### config.mk
export PLATFORM = sky130hd
export DESIGN_NAME = minaret_fetch
export DESIGN_NICKNAME = d
export VERILOG_FILES = /design/src/rtl/minaret_pkg.sv /design/src/rtl/minaret_fetch_fifo.sv /design/src/rtl/minaret_fetch.sv
export SDC_FILE = /design/constraint.sdc
export NUM_CORES = 1
export LEC_CHECK = 0
export CORE_MARGIN = 2
export CORE_UTILIZATION = 45
export DETAILED_ROUTE_END_ITERATION = 12
export PLACE_DENSITY = 0.73
export SYNTH_ARGS = -nofsm -noshare
export SYNTH_HDL_FRONTEND = slang
export SYNTH_SLANG_ARGS = --single-unit
### constraint.sdc
create_clock -name clk -period 5.9 [get_ports clk]
set_input_delay 1.18 -clock clk [delete_from_list [all_inputs] [get_ports clk]]
set_output_delay 1.18 -clock clk [all_outputs]
set_load 0.03 [all_outputs]
### src/rtl/minaret_pkg.sv
// Shared definitions for the minaret instruction fetch unit.
//   ADDR_W / INST_W  : address and instruction widths
//   RESET_PC_DEFAULT : default first fetch address after reset
//   fetch_state_e    : fetch controller states
//   word_align       : clears the byte-offset bits of an address
package minaret_pkg;

    localparam int ADDR_W = 32;
    localparam int INST_W = 32;
    localparam logic [ADDR_W-1:0] RESET_PC_DEFAULT = 32'h0000_0000;

    typedef enum logic [1:0] {
        ST_BOOT  = 2'd0,
        ST_FETCH = 2'd1,
        ST_DRAIN = 2'd2
    } fetch_state_e;

    function automatic logic [ADDR_W-1:0] word_align(input logic [ADDR_W-1:0] addr);
        return {addr[ADDR_W-1:2], 2'b00};
    endfunction

endpackage

### src/rtl/minaret_fetch_fifo.sv
// Synchronous FIFO holding fetched {pc, inst} entries.
// Ports:
//   clk, reset (async, active-low)
//   push / push_data : write an entry (ignored when full unless popping)
//   pop              : drop the head entry (ignored when empty)
//   flush            : discard all entries; wins over push and pop
//   head             : oldest entry
//   count / empty    : occupancy
// DEPTH must be a power of two so the pointers wrap naturally.
module minaret_fetch_fifo #(
    parameter int DEPTH = 2,
    parameter int WIDTH = 64
) (
    input  logic                       clk,
    input  logic                       reset,
    input  logic                       push,
    input  logic [WIDTH-1:0]           push_data,
    input  logic                       pop,
    input  logic                       flush,
    output logic [WIDTH-1:0]           head,
    output logic [$clog2(DEPTH+1)-1:0] count,
    output logic                       empty
);

    localparam int AW = (DEPTH > 1) ? $clog2(DEPTH) : 1;
    localparam int CW = $clog2(DEPTH + 1);

    logic [WIDTH-1:0] mem_q [DEPTH];
    logic [WIDTH-1:0] mem_d [DEPTH];
    logic [AW-1:0]    rd_ptr_q, rd_ptr_d;
    logic [AW-1:0]    wr_ptr_q, wr_ptr_d;
    logic [CW-1:0]    count_q, count_d;
    logic             full;
    logic             do_push, do_pop;

    assign empty   = (count_q == '0);
    assign full    = (count_q == CW'(DEPTH));
    assign do_pop  = pop && !empty;
    assign do_push = push && (!full || do_pop);
    assign head    = mem_q[rd_ptr_q];
    assign count   = count_q;

    always_comb begin
        mem_d    = mem_q;
        rd_ptr_d = rd_ptr_q;
        wr_ptr_d = wr_ptr_q;
        count_d  = count_q;
        if (flush) begin
            rd_ptr_d = '0;
            wr_ptr_d = '0;
            count_d  = '0;
        end else begin
            if (do_push) begin
                mem_d[wr_ptr_q] = push_data;
                wr_ptr_d        = wr_ptr_q + AW'(1);
            end
            if (do_pop) begin
                rd_ptr_d = rd_ptr_q + AW'(1);
            end
            case ({do_push, do_pop})
                2'b10:   count_d = count_q + CW'(1);
                2'b01:   count_d = count_q - CW'(1);
                default: count_d = count_q;
            endcase
        end
    end

    always_ff @(posedge clk or negedge reset) begin
        if (!reset) begin
            for (int i = 0; i < DEPTH; i++) begin
                mem_q[i] <= '0;
            end
            rd_ptr_q <= '0;
            wr_ptr_q <= '0;
            count_q  <= '0;
        end else begin
            mem_q    <= mem_d;
            rd_ptr_q <= rd_ptr_d;
            wr_ptr_q <= wr_ptr_d;
            count_q  <= count_d;
        end
    end

endmodule

### src/rtl/minaret_fetch.sv
// Instruction fetch unit for the minaret core.
// Generates sequential word-aligned fetch addresses, issues them on a
// valid/ready memory bus, buffers in-order responses and presents them to
// the core as inst/inst_pc/inst_valid. A redirect flushes the buffer,
// restarts fetch at the new target and drops responses still in flight.
// Ports:
//   clk, reset (async, active-low)
//   imem_req_valid/ready/addr : fetch request channel
//   imem_rsp_valid/data       : in-order responses, always accepted
//   inst_valid/inst/inst_pc   : instruction to core, inst_ready consumes
//   redirect_valid/pc         : restart fetch at redirect_pc (word aligned)
// Build option MINA_FETCH_BYPASS_EN: a kept response arriving while the
// buffer is empty is presented to the core in the same cycle.
//
// State  | meaning
// BOOT   | first cycle after reset, no requests
// FETCH  | issuing requests, keeping responses
// DRAIN  | waiting for stale responses after a redirect, dropping them
module minaret_fetch
    import minaret_pkg::*;
#(
    parameter logic [ADDR_W-1:0] RESET_PC = RESET_PC_DEFAULT,
    parameter int                DEPTH    = 2
) (
    input  logic              clk,
    input  logic              reset,
    output logic              imem_req_valid,
    input  logic              imem_req_ready,
    output logic [ADDR_W-1:0] imem_req_addr,
    input  logic              imem_rsp_valid,
    input  logic [INST_W-1:0] imem_rsp_data,
    output logic              inst_valid,
    output logic [INST_W-1:0] inst,
    output logic [ADDR_W-1:0] inst_pc,
    input  logic              inst_ready,
    input  logic              redirect_valid,
    input  logic [ADDR_W-1:0] redirect_pc
);

    localparam int            CW      = $clog2(DEPTH + 1);
    localparam logic [CW:0]   DEPTH_C = (CW + 1)'(DEPTH);

    fetch_state_e               state_q, state_d;
    logic [ADDR_W-1:0]          pc_q, pc_d;
    logic [CW-1:0]              out_q, out_d;

    logic [CW-1:0]              fifo_count;
    logic                       fifo_empty;
    logic                       fifo_push, fifo_pop;
    logic [ADDR_W+INST_W-1:0]   fifo_head;
    logic [CW:0]                credit_used;
    logic [ADDR_W-1:0]          rsp_pc;
    logic                       req_valid, req_fire;
    logic                       rsp_keep, rsp_dec;
    logic                       bypass;

    // A pop this cycle frees its slot in time for a request accepted now,
    // which keeps a 1-cycle memory streaming without bubbles.
    assign credit_used = {1'b0, out_q} + {1'b0, fifo_count} - {{CW{1'b0}}, fifo_pop};
    assign req_valid   = (state_q == ST_FETCH) && !redirect_valid && (credit_used < DEPTH_C);
    assign req_fire    = req_valid && imem_req_ready;

    assign imem_req_valid = req_valid;
    assign imem_req_addr  = pc_q;

    // In FETCH all outstanding requests are consecutive words ending just
    // below pc_q, so the oldest one is pc_q - 4*outstanding.
    assign rsp_pc   = pc_q - {{(ADDR_W-CW-2){1'b0}}, out_q, 2'b00};
    assign rsp_keep = imem_rsp_valid && (state_q == ST_FETCH) && !redirect_valid;
    assign rsp_dec  = imem_rsp_valid && (out_q != '0);

`ifdef MINA_FETCH_BYPASS_EN
    assign bypass = rsp_keep && fifo_empty;
`else
    assign bypass = 1'b0;
`endif

    assign fifo_pop   = !fifo_empty && inst_ready;
    assign fifo_push  = rsp_keep && !(bypass && inst_ready);
    assign inst_valid = !fifo_empty || bypass;

    always_comb begin
        inst    = '0;
        inst_pc = '0;
        if (!fifo_empty) begin
            inst_pc = fifo_head[ADDR_W+INST_W-1:INST_W];
            inst    = fifo_head[INST_W-1:0];
        end else if (bypass) begin
            inst_pc = rsp_pc;
            inst    = imem_rsp_data;
        end
    end

    minaret_fetch_fifo #(
        .DEPTH (DEPTH),
        .WIDTH (ADDR_W + INST_W)
    ) u_fifo (
        .clk       (clk),
        .reset     (reset),
        .push      (fifo_push),
        .push_data ({rsp_pc, imem_rsp_data}),
        .pop       (fifo_pop),
        .flush     (redirect_valid),
        .head      (fifo_head),
        .count     (fifo_count),
        .empty     (fifo_empty)
    );

    always_comb begin
        out_d = out_q;
        if (req_fire && !rsp_dec) begin
            out_d = out_q + CW'(1);
        end else if (!req_fire && rsp_dec) begin
            out_d = out_q - CW'(1);
        end

        pc_d = pc_q;
        if (redirect_valid) begin
            pc_d = word_align(redirect_pc);
        end else if (req_fire) begin
            pc_d = pc_q + 32'd4;
        end

        state_d = state_q;
        case (state_q)
            ST_BOOT:  state_d = ST_FETCH;
            ST_FETCH: begin
                if (redirect_valid && (out_d != '0)) begin
                    state_d = ST_DRAIN;
                end
            end
            ST_DRAIN: begin
                if (out_d == '0) begin
                    state_d = ST_FETCH;
                end
            end
            default:  state_d = ST_BOOT;
        endcase
    end

    always_ff @(posedge clk or negedge reset) begin
        if (!reset) begin
            state_q <= ST_BOOT;
            pc_q    <= RESET_PC;
            out_q   <= '0;
        end else begin
            state_q <= state_d;
            pc_q    <= pc_d;
            out_q   <= out_d;
        end
    end

endmodule

# Word level (Yosys, flattened, before mapping)
# Index checks and enable logic that the tools add are counted.
# W data, S select, Z words.
[op_classes]
addsub = 10
order_cmp = 4
n_eq_ne = 7
muxes = 21
bitwise = 3
n_reduce_logical = 30
[op_table]
columns = ["op", "n"]
rows = [
  ["$mux W64", 4],
  ["$bwmux W128", 1],
  ["$mux W32", 4],
  ["$demux W64 S1", 1],
  ["$add A32 B3 Y32 const B", 1],
  ["$sub A32 B4 Y32", 1],
  ["$logic_and A1 B1 Y1", 13],
  ["$mux W2", 5],
  ["$reduce_bool A2 Y1", 5],
  ["$eq A2 B2 Y1 const B", 3],
  ["$logic_not A2 Y1", 3],
  ["$pmux W2 S3", 1],
  ["$logic_not A1 Y1", 5],
  ["$add A2 B1 Y2 const B", 2],
  ["$eq A2 B1 Y1 const B", 2],
  ["$ge A2 B2 Y1 const B", 2],
  ["$mux W1", 4],
  ["$not A1 Y2", 2],
  ["$pmux W2 S2", 1],
  ["$reduce_and A2 Y1", 2],
  ["$sub A2 B1 Y2 const B", 2],
  ["$add A2 B2 Y3", 1],
  ["$lt A3 B2 Y1 const B", 1],
  ["$reduce_bool A3 Y1", 1],
  ["7 further kinds", 8],
]
[word_totals]
reg_bits = 168
in_bits = 70
output_inout_bits = 98
elab_cells = 83

# Depth between registers and ports, before layout
# Gate-level depths: netlist of the first run.
[logic_depth]
ltp_word = 15
mapped_depth = 12
depth_no_buf = 10

# Hierarchy
# From an unflattened synthesis of the first run, not the netlist that was laid out.
[hier_totals]
hier_cells = 793
hier_area_um2 = 9123.8
[modules_own_cells]
columns = ["mod", "n_inst", "cells_each", "area_each_um2", "seq_area_each_um2"]
rows = [
  ["minaret_fetch_fifo", 1, 365, 5913.2, 3303.2],
  ["minaret_fetch", 1, 428, 3210.6, 850.8],
]

# Least setup slack after synthesis of the first run
# OpenSTA, ideal clock, no wires.
[synth_timing]
path_kind = "input-to-output"
start = "input inst_ready"
end = "output imem_req_valid"
arrival_ns = 2.833
required_time_ns = 4.720
path_slack_ns = 1.887
stages = 6
n_path_buf = 0
cell_sequence = "nor2b_1 ha_1 nand2b_1 fa_1 nand4bb_4 nor2_1"
[synth_between]
elab_chain_len = 4
[synth_rtl]
columns = ["item", "line_no", "rtl"]
rows = [
  ["start, declared", "minaret_fetch.sv:35", "input logic inst_ready,"],
  ["$logic_and A1 B1 Y1", "minaret_fetch.sv:78", "assign fifo_pop = !fifo_empty && inst_ready;"],
  ["$sub A3 B1 Y3", "minaret_fetch.sv:59", "assign credit_used = {1'b0, out_q} + {1'b0, fifo_count} - {{CW{1'b0}}, fifo_pop};"],
  ["$lt A3 B2 Y1", "minaret_fetch.sv:60", "assign req_valid = (state_q == ST_FETCH) && !redirect_valid && (credit_used < DEPTH_C);"],
  ["$logic_and A1 B1 Y1", "minaret_fetch.sv:60", ""],
  ["end, declared", "minaret_fetch.sv:27", "output logic imem_req_valid,"],
]
# Every way passes these cells.

# Final worst setup path of the first run
# Same ends and word-level chain as after synthesis.

==> flow_metrics.tcl, run 1 <==
set metrics [dict create \
    status "finished, final reports clean" \
    grt_antenna_before_repair 0 \
    drtAntennaViolNets 0 \
    dpl_cell_area_um2 10300 \
    diodes 0 \
    place.gp.congestion 0.895 \
    via_count 6824 \
    multi_input_area_um2 4180 \
    path_delay_family "buffers and inverters" \
    worstSetupPathType "input pin to output pin" \
    cts-buffers-inserted 17 \
    num_rows 50 \
    grt_start_max_net_pins 90 \
    grt_pass1_vias 6690 \
    cts_resized 0 \
    overflow 0 \
    drc_errors 0 \
    worst_slew_pin_slew_ns 1.15 \
    cts_buffer_depth 2 \
    dr.pass1.iters 5 \
    power.total_mw 4.28 \
    crit_required_ns 4.72 \
    fillers 1725 \
    seqPwrFrac 0.423 \
    clk_pin_slew_ns 0.06 \
    routedWlPerCell_um 16.0 \
    ff_latch_area_um2 4060 \
    ys_ff_latch 162 \
    yosys.area_share.simple 0.218 \
    p_int_mw 2.77 \
    final_layout_size_suffix_gt1_frac 0.110 \
    power_frac_clock 0.255 \
    fmax_mhz 198 \
    syn_avg_cell_area_um2 9.41 \
    place.port_buffers 161 \
    start_util 0.460 \
    fin_crit_sh 0.856 \
    cp-end-kind "output pin" \
    cts_tree "built" \
    hpwl_mm 13.8 \
    min_period_ns 5.05 \
    finalHoldViolCount 0 \
    skew_ns 0.0154 \
    hold_slack_ns 0.476 \
    worstHoldPathType "register to register" \
    path_max_fanout 5 \
    fin_setup_tns_ns 0 \
    die-width_um 142 \
    power_leakage_nw 4.50 \
    nets 1115 \
    syn_inst 914 \
    synthAdderAreaFrac 0.0134 \
    synth-compound-area-share 0.0902 \
    rsz0062_at_grt "false" \
    ys_dominant_reg_cell "dfrtp_1" \
    synth_xor_area_frac 0.0336 \
    cap_violations 0 \
    io_pins 168 \
    area_growth_pct 26.1 \
    insertion_delay_ns 0.43 \
    cts_hold_buf 0 \
    syn_area_um2 8600 \
    slew_headroom 0.233 \
    swShare 0.354 \
    synth_seq_area_share 0.471 \
    setup_viol 0 \
    p_sw_mw 1.51 \
    drt-total-wl_mm 20.6 \
    synthMuxAreaShare 0.127 \
    crit_arrival_ns 3.87 \
    cts_setup_buffers 0 \
    utilization 0.580 \
    slowest_stage "clkdlybuf4s50_1" \
    cts_num_sinks 162 \
    die_h_um 142 \
    vias_per_cell 5.31 \
    core-area_um2 18700 \
    root_buffer "clkbuf_16" \
    synth-async-reset-ratio 1.00 \
    synthDistinctLibCells 63 \
    synth_edf_count 0 \
    ys_warn_count 0 \
    dieArea_um2 20200 \
    grt_usage 0.209 \
    grt_pass1_wl_mm 33.9 \
    cp_common_cell "clkdlybuf4s50_1" \
    startpoint_type "input pin" \
    p_comb_frac 0.321 \
    detailedRoute.firstIterationViolations 326 \
    slew_violations 0 \
    peakVddDrop_v 0.000209 \
    max_stage_delay_ns 0.68 \
    path_buf_inv 2 \
    synth_top_family_by_area "simple AND/OR/NAND/NOR gates" \
    path_cells "clkdlybuf4s50_1, nor2b_1, ha_1, nand2b_1, fa_1, nand4bb_4, nor2_1, clkdlybuf4s50_1" \
    cts_htree_levels 4 \
    design_area_um2 10900 \
    power_density_nw_per_um2 394 \
]
==> stage by stage <==
step / cells / setup WS (ns)
after CTS: 1284 / 0.836
after global routing: 1284 / 0.701
after floorplan: 917 / 1.89
after global placement: 1252 / 0.849
final: 1284 / 0.847
after detailed placement: 1252 / 0.860
==> state kept, by name (all words and copies together) (netlist names) <==
register,flops
u_fifo.wr_ptr_q,1
imem_req_addr,30
u_fifo.mem_q,124
out_q,2
u_fifo.count,2
u_fifo.rd_ptr_q,1
state_q,2
==> area by class of cell <==
type / instances / share of cell area
Clock buffer: 17 / 0.0392
Clock inverter: 15 / 0.0146
Inverter: 13 / 0.00450
Multi-Input combinational cell: 672 / 0.385
Sequential cell: 162 / 0.374
Tap cell: 234 / 0.0270
Timing Repair Buffer: 171 / 0.156
==> cell usage in the layout (no fill, tap or decap), drive strengths merged, types with 8 or more instances in the layout <==
cell type,instances
a21oi,10
buf,11
clkbuf,17
clkdlybuf4s50,160
dfrtp,162
inv,17
mux2,38
mux2i,66
nand2,198
nand3,26
nor2,91
nor3,19
nor4,15
o21ai,78
o311ai,8
xnor2,28
==> kinds of logic after synthesis <==
group / after synthesis
mux: 104
compound gates: 126
other cells: 1
xor+xnor: 33
flops: 162
buf+inv: 83
fa+ha+maj: 8
simple gates: 397
==> cells in the mapped netlist, types with 9 or more instances <==
master | instances | area, µm²
a21oi_1 | 10 | 50.1
buf_1 | 13 | 48.8
buf_2 | 23 | 115
clkbuf_1 | 21 | 78.8
dfrtp_1 | 162 | 4050
inv_1 | 13 | 48.8
mux2_2 | 38 | 428
mux2i_1 | 66 | 661
nand2_1 | 195 | 732
nand3_1 | 23 | 115
nor2_1 | 91 | 342
nor3_1 | 16 | 80.1
nor4_1 | 9 | 56.3
o21ai_0 | 63 | 315
o21ai_1 | 9 | 45.0
xnor2_1 | 28 | 245
==> metal layers <==
layer | vias up | global-route usage | wire length, µm | part of all wire
li1 | 3384 | - | - | -
met1 | 3217 | 0.296 | 10000 | 0.49
met2 | 199 | 0.322 | 9220 | 0.45
met3 | 24 | 0.0390 | 955 | 0.046
met4 | 0 | 0.0753 | 341 | 0.017
met5 | - | 0 | 0 | 0
==> path summary, 6_finish.rpt <==
path	start	endpoint	slack (ns)	cells past startpoint
worst min register to register	u_fifo.mem_q[91]$_DFFE_PN0P_	u_fifo.mem_q[91]$_DFFE_PN0P_	0.48	2
worst min-delay path	u_fifo.mem_q[91]$_DFFE_PN0P_	u_fifo.mem_q[91]$_DFFE_PN0P_	0.48	2
worst max register to register	u_fifo.count[1]$_DFFE_PN0P_	imem_req_addr[21]$_DFFE_PN0N_	2.36	10
worst max-delay path	inst_ready	imem_req_valid	0.85	8
max in group asynchronous	reset	u_fifo.rd_ptr_q$_DFFE_PN0P_	4.03	2
min in group asynchronous	reset	u_fifo.mem_q[68]$_DFFE_PN0P_	0.74	1
==> worst reg2reg max path: cells and delay by family (launching register included) <==
family	cells	cell delay (ns)
simple gates	7	1.89
fa+ha+maj	2	0.81
flops	1	0.44
buf+inv	1	0.34
==> power groups by stage <==
stage | Combinational, mW | Clock, mW | Sequential (mW)
2_1_floorplan | 0.982 | 0 | 1.77
3_3_place_gp | 1.35 | 0 | 1.81
3_5_place_dp | 1.39 | 0 | 1.83
4_1_cts | 1.39 | 1.12 | 1.81
5_1_grt | 1.54 | 1.16 | 1.87
6_report | 1.37 | 1.09 | 1.81
Note: power is estimated with default switching activity, not from simulation.
==> run 2, diff against run 1 <==
--- a/config.mk
+++ b/config.mk
@@ -5,6 +5,7 @@
 export SDC_FILE = /design/constraint.sdc
 export NUM_CORES = 1
 export LEC_CHECK = 0
+export CAP_MARGIN = 10
 export CORE_MARGIN = 2
 export CORE_UTILIZATION = 45
 export DETAILED_ROUTE_END_ITERATION = 12
==> constraint.sdc (replaced) <==
create_clock -name clk -period 5.4 [get_ports clk]
set_input_delay 1.08 -clock clk [delete_from_list [all_inputs] [get_ports clk]]
set_output_delay 1.08 -clock clk [all_outputs]
set_load 0.03 [all_outputs]
==> run 2 against run 1 <==
Routed wire length is 0.30% higher. Combinational power is 9% higher. Flip-flop and latch count stayed put. Highest routed layer unchanged.
==> flow_metrics.tcl, run 2 (same netlist as run 1, synthesis figures left out) <==
set metrics [dict create \
    dp_slack_ns 0.518 \
    cts-buffers-inserted 17 \
    drtAntennaViolNets 0 \
    dpl_cell_area_um2 10300 \
    routedWlPerCell_um 16.0 \
    power_frac_clock 0.251 \
    seqPwrFrac 0.427 \
    clk_pin_slew_ns 0.06 \
    cts_num_sinks 162 \
    grt_pass1_wl_mm 34.0 \
    insertion_delay_ns 0.42 \
    p_comb_frac 0.322 \
    ff_latch_area_um2 4060 \
    fin_ws_ns 0.526 \
    slew_violations 0 \
    cts_hold_buf 0 \
    detailedRoute.firstIterationViolations 365 \
    path_buf_inv 2 \
    vias_per_cell 5.42 \
    core-area_um2 18700 \
    cts_buffer_depth 2 \
    root_buffer "clkbuf_16" \
    via_count 6968 \
    grt_antenna_before_repair 0 \
    worstSetupPathType "input pin to output pin" \
    cp-end-kind "output pin" \
    die_h_um 142 \
    overflow 0 \
    dieArea_um2 20200 \
    min_period_ns 4.87 \
    path_delay_family "buffers and inverters" \
    max_stage_delay_ns 0.68 \
    cts_resized 0 \
    grt_pass1_vias 6866 \
    place.gp.congestion 0.892 \
    rsz0062_at_grt "false" \
    hpwl_mm 13.8 \
    power_density_nw_per_um2 429 \
    num_rows 50 \
    regMostFlops "u_fifo.mem_q" \
    dr.pass1.iters 6 \
    finalHoldViolCount 0 \
    slowest_stage "clkdlybuf4s50_1" \
    cts_setup_buffers 0 \
    crit_arrival_ns 3.79 \
    p_int_mw 2.99 \
    cap_violations 0 \
    utilization 0.580 \
    peakVddDrop_v 0.000232 \
    worstHoldPathType "register to register" \
    fin_cells 1286 \
    grt_start_max_net_pins 90 \
    final_layout_size_suffix_gt1_frac 0.111 \
    cts_tree "built" \
    grt_usage 0.210 \
    setup_viol 0 \
    die-width_um 142 \
    fillers 1669 \
    fmax_mhz 205 \
    p_sw_mw 1.67 \
    dp_cells 1254 \
    io_pins 168 \
    multi_input_area_um2 4180 \
    skew_ns 0.0151 \
    swShare 0.359 \
    fin_crit_sh 0.903 \
    largest_reg_flops 124 \
    crit_required_ns 4.32 \
    diodes 0 \
    startpoint_type "input pin" \
    status "finished, final reports clean" \
    path_cells "clkdlybuf4s50_1, nor2b_1, ha_1, nand2b_1, fa_1, nand4bb_4, nor2_1, clkdlybuf4s50_1" \
    final_cell_mix "194 x nand2_1, 161 x dfrtp_1, 160 x clkdlybuf4s50_1" \
    path_max_fanout 5 \
    drc_errors 0 \
    start_util 0.460 \
    design_area_um2 10900 \
    power_leakage_nw 4.49 \
    slew_headroom 0.308 \
    final_common_cell "nand2_1" \
    rrSetupSlack_ns 1.99 \
    worst_slew_pin_slew_ns 1.04 \
    cts_htree_levels 4 \
    fin_setup_tns_ns 0 \
    nets 1117 \
    area_growth_pct 26.2 \
    place.port_buffers 161 \
    cp_common_cell "clkdlybuf4s50_1" \
    drt-total-wl_mm 20.6 \
]
-- run 2: power groups by stage --
stage	registers, mW	logic, mW	clock network [mW]
after CTS	1.99	1.52	1.20
final	1.99	1.50	1.17
after floorplan	1.94	1.07	0
after global placement	1.98	1.48	0
after detailed placement	2.01	1.51	0
after global routing	2.05	1.67	1.25
-- run 2: path summary, 6_finish.rpt --
kind	from	endpoint	cells after the start
worst max register to register	u_fifo.count[1]$_DFFE_PN0P_	imem_req_addr[25]$_DFFE_PN0N_	10
worst max-delay path	inst_ready	imem_req_valid	8
min in group asynchronous	reset	u_fifo.mem_q[7]$_DFFE_PN0P_	1
max in group asynchronous	reset	u_fifo.mem_q[11]$_DFFE_PN0P_	2
worst min register to register	u_fifo.mem_q[92]$_DFFE_PN0P_	u_fifo.mem_q[92]$_DFFE_PN0P_	2
worst min-delay path	u_fifo.mem_q[92]$_DFFE_PN0P_	u_fifo.mem_q[92]$_DFFE_PN0P_	2
-- run 2: through the flow --
step	hold WS, ns	power [mW]
after floorplan	0.445	3.01
after global placement	0.457	3.46
after detailed placement	0.463	3.51
after CTS	0.479	4.70
after global routing	0.492	4.97
final	0.477	4.66
-- run 2: area by class of cell --
cell class,instances,area share
clock buffer,17,0.0392
tap,234,0.0270
clock inverter,15,0.0137
inverter,13,0.00450
multi-input combinational,672,0.385
sequential,162,0.374
timing repair buffer,173,0.157
-- run 2: worst register-to-register path, cell delays in order, from the launching register on --
cell       delay [ns]
dfrtp_1          0.44
nor2_4           0.06
nor2b_1          0.19
ha_1             0.26
nand2b_1         0.15
fa_1             0.55
nand4bb_4        0.15
or3b_1           0.65
buf_4            0.31
or4_1            0.50
nand3_1          0.09
-- run 2: layer usage --
| layer | track usage | vias up | part of all wire |
|---|---|---|---|
| li1 | - | 3377 | - |
| met2 | 0.334 | 217 | 0.46 |
| met1 | 0.288 | 3354 | 0.47 |
| met3 | 0.0488 | 20 | 0.061 |
| met4 | 0.0574 | 0 | 0.0099 |
| met5 | 0 | - | 0 |
==> run 3, diff against run 2 <==
--- a/config.mk
+++ b/config.mk
@@ -9,7 +9,7 @@
 export CORE_MARGIN = 2
 export CORE_UTILIZATION = 45
 export DETAILED_ROUTE_END_ITERATION = 12
-export PLACE_DENSITY = 0.73
+export PLACE_DENSITY = 0.8
 export SYNTH_ARGS = -nofsm -noshare
 export SYNTH_HDL_FRONTEND = slang
 export SYNTH_SLANG_ARGS = --single-unit
==> run 3 against run 2 <==
Routed wire length is 1.9% higher. Worst setup slack worse by 0.016 ns. Clock skew is 0.0055 ns lower. Cell count stayed put. Utilization is 0.12 points higher. Critical endpoint unchanged. Largest cell class unchanged.
==> flow_metrics.tcl, run 3 (same netlist as run 1, synthesis figures left out) <==
set metrics [dict create \
    nets 1117 \
    io_pins 168 \
    worst_slew_pin_slew_ns 0.944 \
    hpwl_mm 14.2 \
    grt_usage 0.215 \
    routedWlPerCell_um 16.3 \
    diodes 0 \
    p_sw_mw 1.69 \
    cts_num_sinks 162 \
    regMostFlops "u_fifo.mem_q" \
    final_common_cell "nand2_1" \
    status "finished, final reports clean" \
    hold_slack_ns 0.476 \
    detailedRoute.firstIterationViolations 355 \
    crit_arrival_ns 3.81 \
    fin_setup_tns_ns 0 \
    vias_per_cell 5.47 \
    power_leakage_nw 4.51 \
    die-width_um 142 \
    final_layout_size_suffix_gt1_frac 0.111 \
    dieArea_um2 20200 \
    p_comb_frac 0.323 \
    fin_ws_ns 0.510 \
    cts_hold_buf 0 \
    root_buffer "clkbuf_16" \
    skew_ns 0.00958 \
    cts_tree "built" \
    seqPwrFrac 0.425 \
    insertion_delay_ns 0.43 \
    cts_resized 0 \
    cts_buffer_depth 2 \
    place.gp.congestion 0.906 \
    cts_setup_buffers 0 \
    drt-total-wl_mm 21.0 \
    grtUsageMet3 0.0350 \
    power.total_mw 4.69 \
    die_h_um 142 \
    area_growth_pct 26.4 \
    grt_pass1_wl_mm 34.6 \
    via_count 7028 \
    fmax_mhz 205 \
    final_cell_mix "194 x nand2_1, 161 x dfrtp_1, 160 x clkdlybuf4s50_1" \
    grt_start_max_net_pins 81 \
    num_rows 50 \
    dpl_cell_area_um2 10300 \
    grt_antenna_before_repair 0 \
    drtAntennaViolNets 0 \
    swShare 0.359 \
    utilization 0.582 \
    path_max_fanout 5 \
    crit_required_ns 4.32 \
    rsz0062_at_grt "false" \
    cts_htree_levels 4 \
    grt_pass1_vias 6857 \
    finalHoldViolCount 0 \
    cts-buffers-inserted 17 \
    dr.pass1.iters 5 \
    design_area_um2 10900 \
    fin_cells 1286 \
    start_util 0.460 \
    slew_headroom 0.371 \
    dp_slack_ns 0.526 \
    cp-end-kind "output pin" \
    top_usage_layer "met2" \
    p_int_mw 3.00 \
    grt_use_met2 0.348 \
    startpoint_type "input pin" \
    dp_cells 1254 \
    use_met1 0.294 \
    peakVddDrop_v 0.000214 \
    power_frac_clock 0.252 \
    fin_crit_sh 0.906 \
    overflow 0 \
    core-area_um2 18700 \
    min_period_ns 4.89 \
    power_density_nw_per_um2 431 \
    worstHoldPathType "register to register" \
    largest_reg_flops 124 \
    worstSetupPathType "input pin to output pin" \
    cap_violations 0 \
    slew_violations 0 \
    setup_viol 0 \
    clk_pin_slew_ns 0.06 \
    place.port_buffers 161 \
    drc_errors 0 \
]
run 3: critical path, cell delays in order:
cell,delay [ns]
clkdlybuf4s50_1,0.56
nor2b_1,0.24
ha_1,0.26
nand2b_1,0.15
fa_1,0.55
nand4bb_4,0.15
nor2_1,0.13
clkdlybuf4s50_1,0.68
run 3: path summary, 6_finish.rpt:
| path | slack [ns] | to | start | cells past startpoint |
|---|---|---|---|---|
| min reg2reg | 0.48 | u_fifo.mem_q[66]$_DFFE_PN0P_ | u_fifo.mem_q[66]$_DFFE_PN0P_ | 2 |
| max in group asynchronous | 3.64 | imem_req_addr[10]$_DFFE_PN0N_ | reset | 2 |
| min in group asynchronous | 0.68 | u_fifo.mem_q[8]$_DFFE_PN0P_ | reset | 1 |
| min | 0.48 | u_fifo.mem_q[66]$_DFFE_PN0P_ | u_fifo.mem_q[66]$_DFFE_PN0P_ | 2 |
| max | 0.51 | imem_req_valid | inst_ready | 8 |
| max reg2reg | 2.01 | imem_req_addr[12]$_DFFE_PN0N_ | u_fifo.count[1]$_DFFE_PN0P_ | 11 |
run 3: power by group through the flow:
stage / clock network [mW] / registers, mW / logic [mW]
2_1_floorplan: 0 / 1.94 / 1.07
3_3_place_gp: 0 / 1.98 / 1.48
3_5_place_dp: 0 / 2.01 / 1.53
4_1_cts: 1.21 / 1.99 / 1.54
5_1_grt: 1.27 / 2.06 / 1.69
6_report: 1.18 / 1.99 / 1.52
run 3: per-layer routing:
layer  vias to the layer above  share of wire
li1                       3397              -
met1                      3362           0.45
met2                       247           0.47
met3                        22          0.060
met4                         0          0.014
met5                         -              0
run 3: area by class of cell:
class | instances | area [µm²]
Timing Repair Buffer | 173 | 1720
Fill cell | 1621 | 7830
Tap cell | 234 | 293
Clock inverter | 14 | 145
Sequential cell | 162 | 4060
Inverter | 13 | 48.8
Multi-Input combinational cell | 672 | 4180
Clock buffer | 18 | 439
